<file path="src/rtl/lift_scan_ctrl.sv">
// Single-car elevator controller: latches cab/hall requests and serves them
// with a SCAN (collective up/down) policy, modelling floor travel and door dwell.
module lift_scan_ctrl #(
  parameter int FLOORS      = 8,
  parameter int FLOOR_W     = 3,
  parameter int MOVE_CYCLES = 16,
  parameter int DOOR_CYCLES = 32,
  parameter int RESET_FLOOR = 0
) (
  input  logic               clk,
  input  logic               rst_n,
  input  logic [FLOORS-1:0]  cab_req,
  input  logic [FLOORS-1:0]  hall_up,
  input  logic [FLOORS-1:0]  hall_dn,
  input  logic               door_hold,
  output logic [FLOOR_W-1:0] floor_o,
  output logic [1:0]         dir_o,
  output logic               moving_o,
  output logic               door_open_o,
  output logic               arrive_o,
  output logic               busy_o,
  output logic [FLOORS-1:0]  pending_o
);

  localparam int TMAX = (MOVE_CYCLES > DOOR_CYCLES) ? MOVE_CYCLES : DOOR_CYCLES;
  localparam int TW   = (TMAX > 1) ? $clog2(TMAX) : 1;
  localparam logic [TW-1:0] MOVE_LOAD = TW'(MOVE_CYCLES - 1);
  localparam logic [TW-1:0] DOOR_LOAD = TW'(DOOR_CYCLES - 1);
  localparam logic [1:0] DIR_NONE = 2'b00;
  localparam logic [1:0] DIR_UP   = 2'b01;
  localparam logic [1:0] DIR_DN   = 2'b10;

  typedef enum logic [1:0] {IDLE, MOVE, DOOR} state_t;

  state_t             state_q, state_d;
  logic [FLOOR_W-1:0] floor_q, floor_d;
  logic [1:0]         dir_q, dir_d;
  logic [TW-1:0]      timer_q, timer_d;
  logic [FLOORS-1:0]  pend_cab_q, pend_cab_d;
  logic [FLOORS-1:0]  pend_up_q, pend_up_d;
  logic [FLOORS-1:0]  pend_dn_q, pend_dn_d;
  logic               arrive_q, arrive_d;

  logic [FLOORS-1:0]  pend_all, cur_oh, nf_oh, hall_fwd;
  logic [FLOORS-1:0]  set_up, set_dn, clr_cab, clr_up, clr_dn;
  logic [FLOOR_W-1:0] nf;
  logic               above, below, ahead_nf;

  function automatic logic [FLOORS-1:0] onehot(input logic [FLOOR_W-1:0] f);
    logic [FLOORS-1:0] m;
    for (int i = 0; i < FLOORS; i++) m[i] = (i == int'(f));
    return m;
  endfunction

  function automatic logic [FLOORS-1:0] above_mask(input logic [FLOOR_W-1:0] f);
    logic [FLOORS-1:0] m;
    for (int i = 0; i < FLOORS; i++) m[i] = (i > int'(f));
    return m;
  endfunction

  function automatic logic [FLOORS-1:0] below_mask(input logic [FLOOR_W-1:0] f);
    logic [FLOORS-1:0] m;
    for (int i = 0; i < FLOORS; i++) m[i] = (i < int'(f));
    return m;
  endfunction

  always_ff @(posedge clk or negedge rst_n) begin
    if (!rst_n) begin
      state_q    <= IDLE;
      floor_q    <= FLOOR_W'(RESET_FLOOR);
      dir_q      <= DIR_NONE;
      timer_q    <= '0;
      pend_cab_q <= '0;
      pend_up_q  <= '0;
      pend_dn_q  <= '0;
      arrive_q   <= 1'b0;
    end else begin
      state_q    <= state_d;
      floor_q    <= floor_d;
      dir_q      <= dir_d;
      timer_q    <= timer_d;
      pend_cab_q <= pend_cab_d;
      pend_up_q  <= pend_up_d;
      pend_dn_q  <= pend_dn_d;
      arrive_q   <= arrive_d;
    end
  end

  always_comb begin
    pend_all = pend_cab_q | pend_up_q | pend_dn_q;
    cur_oh   = onehot(floor_q);
    above    = |(pend_all & above_mask(floor_q));
    below    = |(pend_all & below_mask(floor_q));
    set_up   = hall_up;
    set_up[FLOORS-1] = 1'b0;
    set_dn   = hall_dn;
    set_dn[0] = 1'b0;
  end

  always_comb begin
    state_d  = state_q;
    floor_d  = floor_q;
    dir_d    = dir_q;
    timer_d  = timer_q;
    arrive_d = 1'b0;
    clr_cab  = '0;
    clr_up   = '0;
    clr_dn   = '0;
    nf       = floor_q;
    nf_oh    = '0;
    hall_fwd = '0;
    ahead_nf = 1'b0;
    case (state_q)
      IDLE: begin
        if (|(pend_all & cur_oh)) begin
          state_d = DOOR;
          timer_d = DOOR_LOAD;
          clr_cab = cur_oh;
          clr_up  = cur_oh;
          clr_dn  = cur_oh;
        end else if (above) begin
          state_d = MOVE;
          dir_d   = DIR_UP;
          timer_d = MOVE_LOAD;
        end else if (below) begin
          state_d = MOVE;
          dir_d   = DIR_DN;
          timer_d = MOVE_LOAD;
        end
      end
      MOVE: begin
        if (timer_q != '0) begin
          timer_d = timer_q - TW'(1);
        end else begin
          // Stop decision is taken against the floor being arrived at this edge.
          nf       = (dir_q == DIR_DN) ? floor_q - FLOOR_W'(1) : floor_q + FLOOR_W'(1);
          nf_oh    = onehot(nf);
          hall_fwd = (dir_q == DIR_DN) ? pend_dn_q : pend_up_q;
          ahead_nf = (dir_q == DIR_DN) ? |(pend_all & below_mask(nf))
                                       : |(pend_all & above_mask(nf));
          floor_d  = nf;
          arrive_d = 1'b1;
          if (|(pend_cab_q & nf_oh) || |(hall_fwd & nf_oh) || !ahead_nf) begin
            state_d = DOOR;
            timer_d = DOOR_LOAD;
            clr_cab = nf_oh;
            if (!ahead_nf) begin
              clr_up = nf_oh;
              clr_dn = nf_oh;
            end else if (dir_q == DIR_DN) begin
              clr_dn = nf_oh;
            end else begin
              clr_up = nf_oh;
            end
          end else begin
            timer_d = MOVE_LOAD;
          end
        end
      end
      DOOR: begin
        // Calls arriving at the open floor are absorbed and keep the door open.
        clr_cab = cab_req & cur_oh;
        clr_up  = (dir_q != DIR_DN) ? (set_up & cur_oh) : '0;
        clr_dn  = (dir_q != DIR_UP) ? (set_dn & cur_oh) : '0;
        if (door_hold || |(clr_cab | clr_up | clr_dn)) begin
          timer_d = DOOR_LOAD;
        end else if (timer_q != '0) begin
          timer_d = timer_q - TW'(1);
        end else if (dir_q == DIR_UP && above) begin
          state_d = MOVE;
          timer_d = MOVE_LOAD;
        end else if (dir_q == DIR_DN && below) begin
          state_d = MOVE;
          timer_d = MOVE_LOAD;
        end else if (above) begin
          state_d = MOVE;
          dir_d   = DIR_UP;
          timer_d = MOVE_LOAD;
        end else if (below) begin
          state_d = MOVE;
          dir_d   = DIR_DN;
          timer_d = MOVE_LOAD;
        end else begin
          state_d = IDLE;
          dir_d   = DIR_NONE;
        end
      end
      default: begin
        state_d = IDLE;
        dir_d   = DIR_NONE;
      end
    endcase
    pend_cab_d = (pend_cab_q | cab_req) & ~clr_cab;
    pend_up_d  = (pend_up_q  | set_up)  & ~clr_up;
    pend_dn_d  = (pend_dn_q  | set_dn)  & ~clr_dn;
  end

  always_comb begin
    floor_o     = floor_q;
    dir_o       = dir_q;
    moving_o    = (state_q == MOVE);
    door_open_o = (state_q == DOOR);
    arrive_o    = arrive_q;
    pending_o   = pend_all;
    busy_o      = (state_q != IDLE) || (|pend_all);
  end

endmodule

</file>
<file path="config.mk">
export PLATFORM = sky130hd
export DESIGN_NAME = lift_scan_ctrl
export DESIGN_NICKNAME = d
export VERILOG_FILES = /design/src/rtl/lift_scan_ctrl.sv
export SDC_FILE = /design/constraint.sdc
export NUM_CORES = 1
export LEC_CHECK = 0
export ABC_AREA = 0
export CAP_MARGIN = 20
export CORE_MARGIN = 3
export CORE_UTILIZATION = 50
export CTS_CLUSTER_SIZE = 24
export DETAILED_ROUTE_END_ITERATION = 16
export PLACE_DENSITY = 0.78
export SLEW_MARGIN = 25
export SYNTH_ARGS = -nofsm -noshare
export SYNTH_HDL_FRONTEND = slang
export SYNTH_SLANG_ARGS = --single-unit
</file>
<file path="constraint.sdc">
create_clock -name clk -period 3.35 [get_ports clk]
set_input_delay 1.005 -clock clk [delete_from_list [all_inputs] [get_ports clk]]
set_output_delay 1.005 -clock clk [all_outputs]
set_load 0.02 [all_outputs]
</file>
Word level (Yosys, flattened, before mapping)
Cells that the tools add are included.
- multipliers: 0
- order comparisons: 28
- add/subtract/negate cells: 3
- bitwise operators: 25
- divide/modulo/power cells: 0
- shifts and indexed selects: 0
- equality and inequality tests: 29
- muxes and demuxes: 53
- reductions and logical operators: 25
- operators by type and width (cell ; number):
    two-way mux 8 bit ; 14
    AND 8 bit ; 10
    one-hot mux 8 bit (3 select lines) ; 3
    OR reduction 8 bit ; 9
    bitwise OR 8 bit ; 6
    two-way mux 5 bit ; 9
    two-way mux 2 bit ; 16
    == test 3 bit (first input constant) ; 8
    > comparator 3 bit (first input constant) ; 8
    NOT 8 bit ; 3
    less-than comparator 3 bit (first input constant) ; 6
    AND 8 x 7 -> 8 bit ; 2
    one-hot mux 5 bit (3 select lines) ; 1
    != test 2 bit (second input constant) ; 7
    == test 2 x 3 -> 1 bit (first input constant) ; 4
    > comparator 2 x 3 -> 1 bit (first input constant) ; 4
    less-than comparator 1 x 3 -> 1 bit (first input constant) ; 4
    less-than comparator 2 x 3 -> 1 bit (first input constant) ; 4
    one-hot mux 2 bit (3 select lines) ; 2
    AND 7 x 8 -> 8 bit ; 1
    bitwise OR 8 x 7 -> 8 bit ; 1
    two-way mux 1 bit ; 7
    AND reduction 7 bit ; 1
    == test 1 x 3 -> 1 bit (first input constant) ; 2
    21 further kinds ; 31
- output and inout port bits: 17
- memories kept: 0
- memory bits (read-only): 0
- logic and storage cells: 171
- bits in latches: 0
- RAM bits: 0
- flip-flop bits (word level): 37

Logic depth before layout (Yosys ltp)
- word-level depth: 13
- mapped depth: 12
- gate-level depth less buffers: 10

Worst setup path before layout
No wires, ideal clock.
- path kind: register to register
- from: reg floor_q[2], in the netlist floor_o[2]
- to: reg dir_q[1], in the netlist dir_o[1]
- path slack: 0.094 ns
- clock period less this slack: 3.256 ns
- cell stages (with the launch flop): 12
- path buffers: 1
- arrival: 3.131 ns
- required time: 3.225 ns
- cell sequence: dfrtp_1 > buf_4 > clkinv_1 > ha_1 > a221o_1 > a311oi_1 > o2111ai_1 > or4b_4 > nor2_4 > a21boi_1 > or4_4 > mux2_4
- cells in the longest elaborated chain, start to end: 10
- elaborated cells between the ends (all ways): 54
- RTL lines (what ; line ; RTL):
    start, declared ; 36 ; logic [FLOOR_W-1:0] floor_q, floor_d;
    start signal, assigned ; 70 ; floor_q <= FLOOR_W'(RESET_FLOOR);
    start signal, assigned ; 79 ; floor_q <= floor_d;
    less-than comparator 1 x 3 -> 1 bit (tied with other cells) ; 63 ; for (int i = 0; i < FLOORS; i++) m[i] = (i < int'(f));
    AND 8 x 7 -> 8 bit ; 93 ; below = |(pend_all & below_mask(floor_q));
    OR reduction 8 bit ; 93 ;
    two-way mux 2 bit ; 179 ; end else if (below) begin
    two-way mux 2 bit ; 175 ; end else if (above) begin
    two-way mux 2 bit ; 172 ; end else if (dir_q == DIR_DN && below) begin
    two-way mux 2 bit ; 169 ; end else if (dir_q == DIR_UP && above) begin
    two-way mux 2 bit ; 167 ; end else if (timer_q != '0) begin
    two-way mux 2 bit ; 165 ; if (door_hold || |(clr_cab | clr_up | clr_dn)) begin
    one-hot mux 2 bit (3 select lines) ; 113 ; case (state_q)
    end signal, assigned ; 80 ; dir_q <= dir_d;
    end, declared ; 37 ; logic [1:0] dir_q, dir_d;
Several ways; a longest one is shown, not always the timed one. The select of a mux whose other input is x is not followed.
A chain may end at the register's enable or synchronous reset.

Final worst setup path
- from: in hall_up[4]
- to: reg state_q[0]
- cells in the longest elaborated chain, start to end: 8
- RTL lines (what ; line ; RTL):
    start, declared ; 13 ; input logic [FLOORS-1:0] hall_up,
    AND 7 x 8 -> 8 bit ; 163 ; clr_up = (dir_q != DIR_DN) ? (set_up & cur_oh) : '0;
    two-way mux 8 bit ; 163 ;
    bitwise OR 8 bit (2 in a row) ; 165 ;
    OR reduction 8 bit ; 165 ;
    logical OR 1 bit ; 165 ;
    != test 2 bit (no line) ; -- ;
    AND reduction 5 bit (no line) ; -- ;
    end signal, assigned ; 78 ; state_q <= state_d;
    end, declared ; 35 ; state_t state_q, state_d;
No other way between the ends.

==> impl_metrics.env <==
export IMPL_detail_route_wl_per_cell_um=21.05
export IMPL_finalWorstSetupSlack_ns=0.07119
export IMPL_max_vdd_ir_drop_mv=0.5781
export IMPL_syn_cell_area_mm2=0.002944
export IMPL_worstSetupPathType="primary input to flip-flop"
export IMPL_path_clk_slew_ns=0.08
export IMPL_synthesized_area_per_cell_um2=8.066
export IMPL_initial_utilization_pct=52.50
export IMPL_post_route_period_util_pct=97.87
export IMPL_drv_cap=0
export IMPL_globalplace_congestion=0.9855
export IMPL_fraction_of_synthesized_cell_area_in_xor_and_xnor_cells_pct=1.742
export IMPL_timing_hold_ws_ns=0.5306
export IMPL_postSynthNetCount=404
export IMPL_synthAdderAreaFrac_pct=5.100
export IMPL_antenna_found_initial=0
export IMPL_crit_chain="clkdlybuf4s50_1 > and3_4 > a32oi_2 > o2111ai_1 > or4b_4 > nor2_4 > buf_4 > buf_4 > o22ai_1 > a21oi_1 > mux2_1"
export IMPL_worst_r2r_startpoint="floor_o[0]"
export IMPL_synth_async_reset_ratio_pct=100.0
export IMPL_post_dp_cell_area_mm2=0.003680
export IMPL_drt_total_wl_um=10760
export IMPL_critical_path_top_cell_by_count="sky130_fd_sc_hd__buf_4"
export IMPL_fraction_of_final_layout_cells_sized_beyond_drive_strength_1_pct=19.13
export IMPL_total_routing_resource_utilization_after_global_routing_pct=32.87
export IMPL_drt_iter0_markers=511
export IMPL_floorplan_die_area_mm2=0.006845
export IMPL_grt_pass1_wl_um=16620
export IMPL_synth_area_leaders="sky130_fd_sc_hd__dfrtp_1, sky130_fd_sc_hd__a21oi_1, sky130_fd_sc_hd__o22ai_1"
export IMPL_core_rowCount=27
export IMPL_cts_hold_buffers=0
export IMPL_core_region_area_mm2=0.005608
export IMPL_die_x_um=82.74
export IMPL_timing_hold_worst_start="timer_q[1]"
export IMPL_cp_data_arrival_time_ns=3.47
export IMPL_edff_count_synth=0
export IMPL_num_antenna_cells=0
export IMPL_crit_path_end_kind="flip-flop"
export IMPL_setup_tns_final_ns=0
export IMPL_crit_path_start_kind="primary input"
export IMPL_synthMostInstantiatedCell="sky130_fd_sc_hd__a21oi_1"
export IMPL_final_cell_count_no_fill=511
export IMPL_synth_seq_cells=37
export IMPL_grt_max_degree=38
export IMPL_synth_seq_area_share_pct=31.45
export IMPL_netlist_area_leader_share_pct=31.45
export IMPL_detailedPlace_worstSlack_ns=-0.4184
export IMPL_report_final_setup_viol=0
export IMPL_buffer_ports_inserted=41
export IMPL_crit_slowest_cell="sky130_fd_sc_hd__or4b_4"
export IMPL_report_final_slew_viol_count=0
export IMPL_critical_path_startpoint="hall_up[4]"
export IMPL_post_synth_simple_gate_area_pct=18.53
export IMPL_pin_slew_with_the_least_headroom_to_its_limit_ns=0.8662
export IMPL_grt_setup_unrepaired="false"
export IMPL_place_hpwl_um=7947
export IMPL_muxShareOfSynthArea_pct=2.677
export IMPL_cts_tree="done"
export IMPL_h_tree_depth=2
export IMPL_clk_latency_ns=0.30
export IMPL_p_leak_nw=1.515
export IMPL_worst_slew_margin_rel_pct=42.25
export IMPL_fmax_ghz=0.3050
export IMPL_layout_cell_area_non_filler_mm2=0.003851
export IMPL_grt_pass1_vias=3258
export IMPL_min_clock_period_post_route_ns=3.279
export IMPL_dp_cells=500
export IMPL_synth_compound_area_share_pct=34.76
export IMPL_skew_ns=0.005097
export IMPL_cellPowerDensity_mw_per_mm2=583.5
export IMPL_cts_made_buffers=5
export IMPL_report_power_total_mw=2.247
export IMPL_drt_pass1_iterations=6
export IMPL_dr_total_vias=3428
export IMPL_vias_per_cell=6.708
export IMPL_grt_overflow_total=0
export IMPL_synth_top_area_cell="sky130_fd_sc_hd__dfrtp_1"
export IMPL_synth_lib_cells_used_distinct=67
export IMPL_cts_root_buf="sky130_fd_sc_hd__clkbuf_8"
export IMPL_area_growth_syn_to_layout_pct=30.81
export IMPL_final_core_utilization_pct=68.67
export IMPL_number_of_standard_cells_after_synthesis=365
export IMPL_yosys_top_cells_count="sky130_fd_sc_hd__a21oi_1, sky130_fd_sc_hd__dfrtp_1, sky130_fd_sc_hd__o22ai_1"
export IMPL_synth_top_family_by_area="compound AO/OA/AOI/OAI gates"
export IMPL_worst_path_largest_cell_delay_ns=0.56
export IMPL_run_status="complete, no violations"
export IMPL_num_io_pins=44
export IMPL_cts_root_to_sink_buffers=2
export IMPL_dominantRegCellSynth="sky130_fd_sc_hd__dfrtp_1"
export IMPL_drt_drc_violations_left=0
export IMPL_ys_warn_count=0
export IMPL_finish_net_count=477
export IMPL_hold_class="flip-flop to flip-flop"
export IMPL_required_ns=3.54
export IMPL_finalHoldViolCount=0
export IMPL_die_h_um=82.74
export IMPL_worstPathMaxFanout=3
export IMPL_route_antenna_remaining_nets=0
export IMPL_cts_sinks=37
## final cells by class
class,instances,area [µm²]
flip-flops and latches,37,928.4
fillers,486,1757
inverters,21,82.58
multi-input cells,285,1907
clock inverters,3,22.52
repair buffers,88,752.0
well taps,72,90.09
clock buffers,5,68.82
## registers in the layout (all words and copies together), names as in the netlist
signal      count
dir_o           2
timer_q         5
pend_dn_q       8
state_q         2
floor_o         3
arrive_o        1
pend_cab_q      8
pend_up_q       8
## cells in the final DEF (no fill, tap or decap), drive strengths merged, types with 3 or more instances in the layout
master	count
and3b	4
inv	19
dfrtp	37
mux2i	3
nor2	22
dlygate4sd2	7
a31o	4
clkinvlp	4
a21oi	54
clkbuf	5
mux2	4
o22ai	26
nand2b	4
o22a	5
clkdlybuf4s50	32
a22oi	4
a31oi	13
nor2b	6
xnor2	4
a311oi	3
o211ai	3
ha	12
nor3	15
o21ai	20
buf	48
nand2	22
nand3	5
and2	6
a211oi	3
or3	4
## kinds of logic (layout without fill, tap and decap cells)
family / after synthesis / count (layout)
compound gates: 160 / 160
simple gates: 101 / 101
buf+inv: 43 / 117
flops: 37 / 37
fa+ha+maj: 12 / 12
mux: 7 / 7
xor+xnor: 5 / 5
## power breakdown
group	internal (mW)	switching (mW)	leakage, nW	total, mW
combinational	0.554	0.771	1.10	1.33
clock	0.146	0.179	0.0364	0.325
sequential	0.521	0.0756	0.382	0.597
total	1.22	1.03	1.52	2.25
## per-layer routing
metal	up-vias	global-route usage [%]	share of wire, %
met1	1623	43.16	40
met4	0	16.50	4.0
met3	48	5.748	9.2
li1	1531	-	-
met2	226	51.84	46
met5	-	0	0
## worst max-delay path, delay by kind of cell
family,cells,cell delay (ns)
compound gates,4,0.60
simple gates,3,0.86
buf+inv,3,0.65
mux,1,0.35
## worst paths after layout
path	endpoint	slack, ns	depth (start not counted)
max	state_q[0]	0.07	11
min	timer_q[1]	0.53	1
max reg2reg	state_q[0]	0.15	12
min reg2reg	timer_q[1]	0.53	1
max in group asynchronous	floor_o[0]	1.94	1
min in group asynchronous	pend_cab_q[4]	0.80	1
## what timing repair did
| action | CTS | global route |
|---|---|---|
| endpoints found under the setup margin | 4 | 28 |
| pin swaps | 11 | 8 |
| gates resized for setup | 10 | 12 |
| setup buffers | 1 | 2 |
No activity file was read; power rests on OpenSTA's default activity.
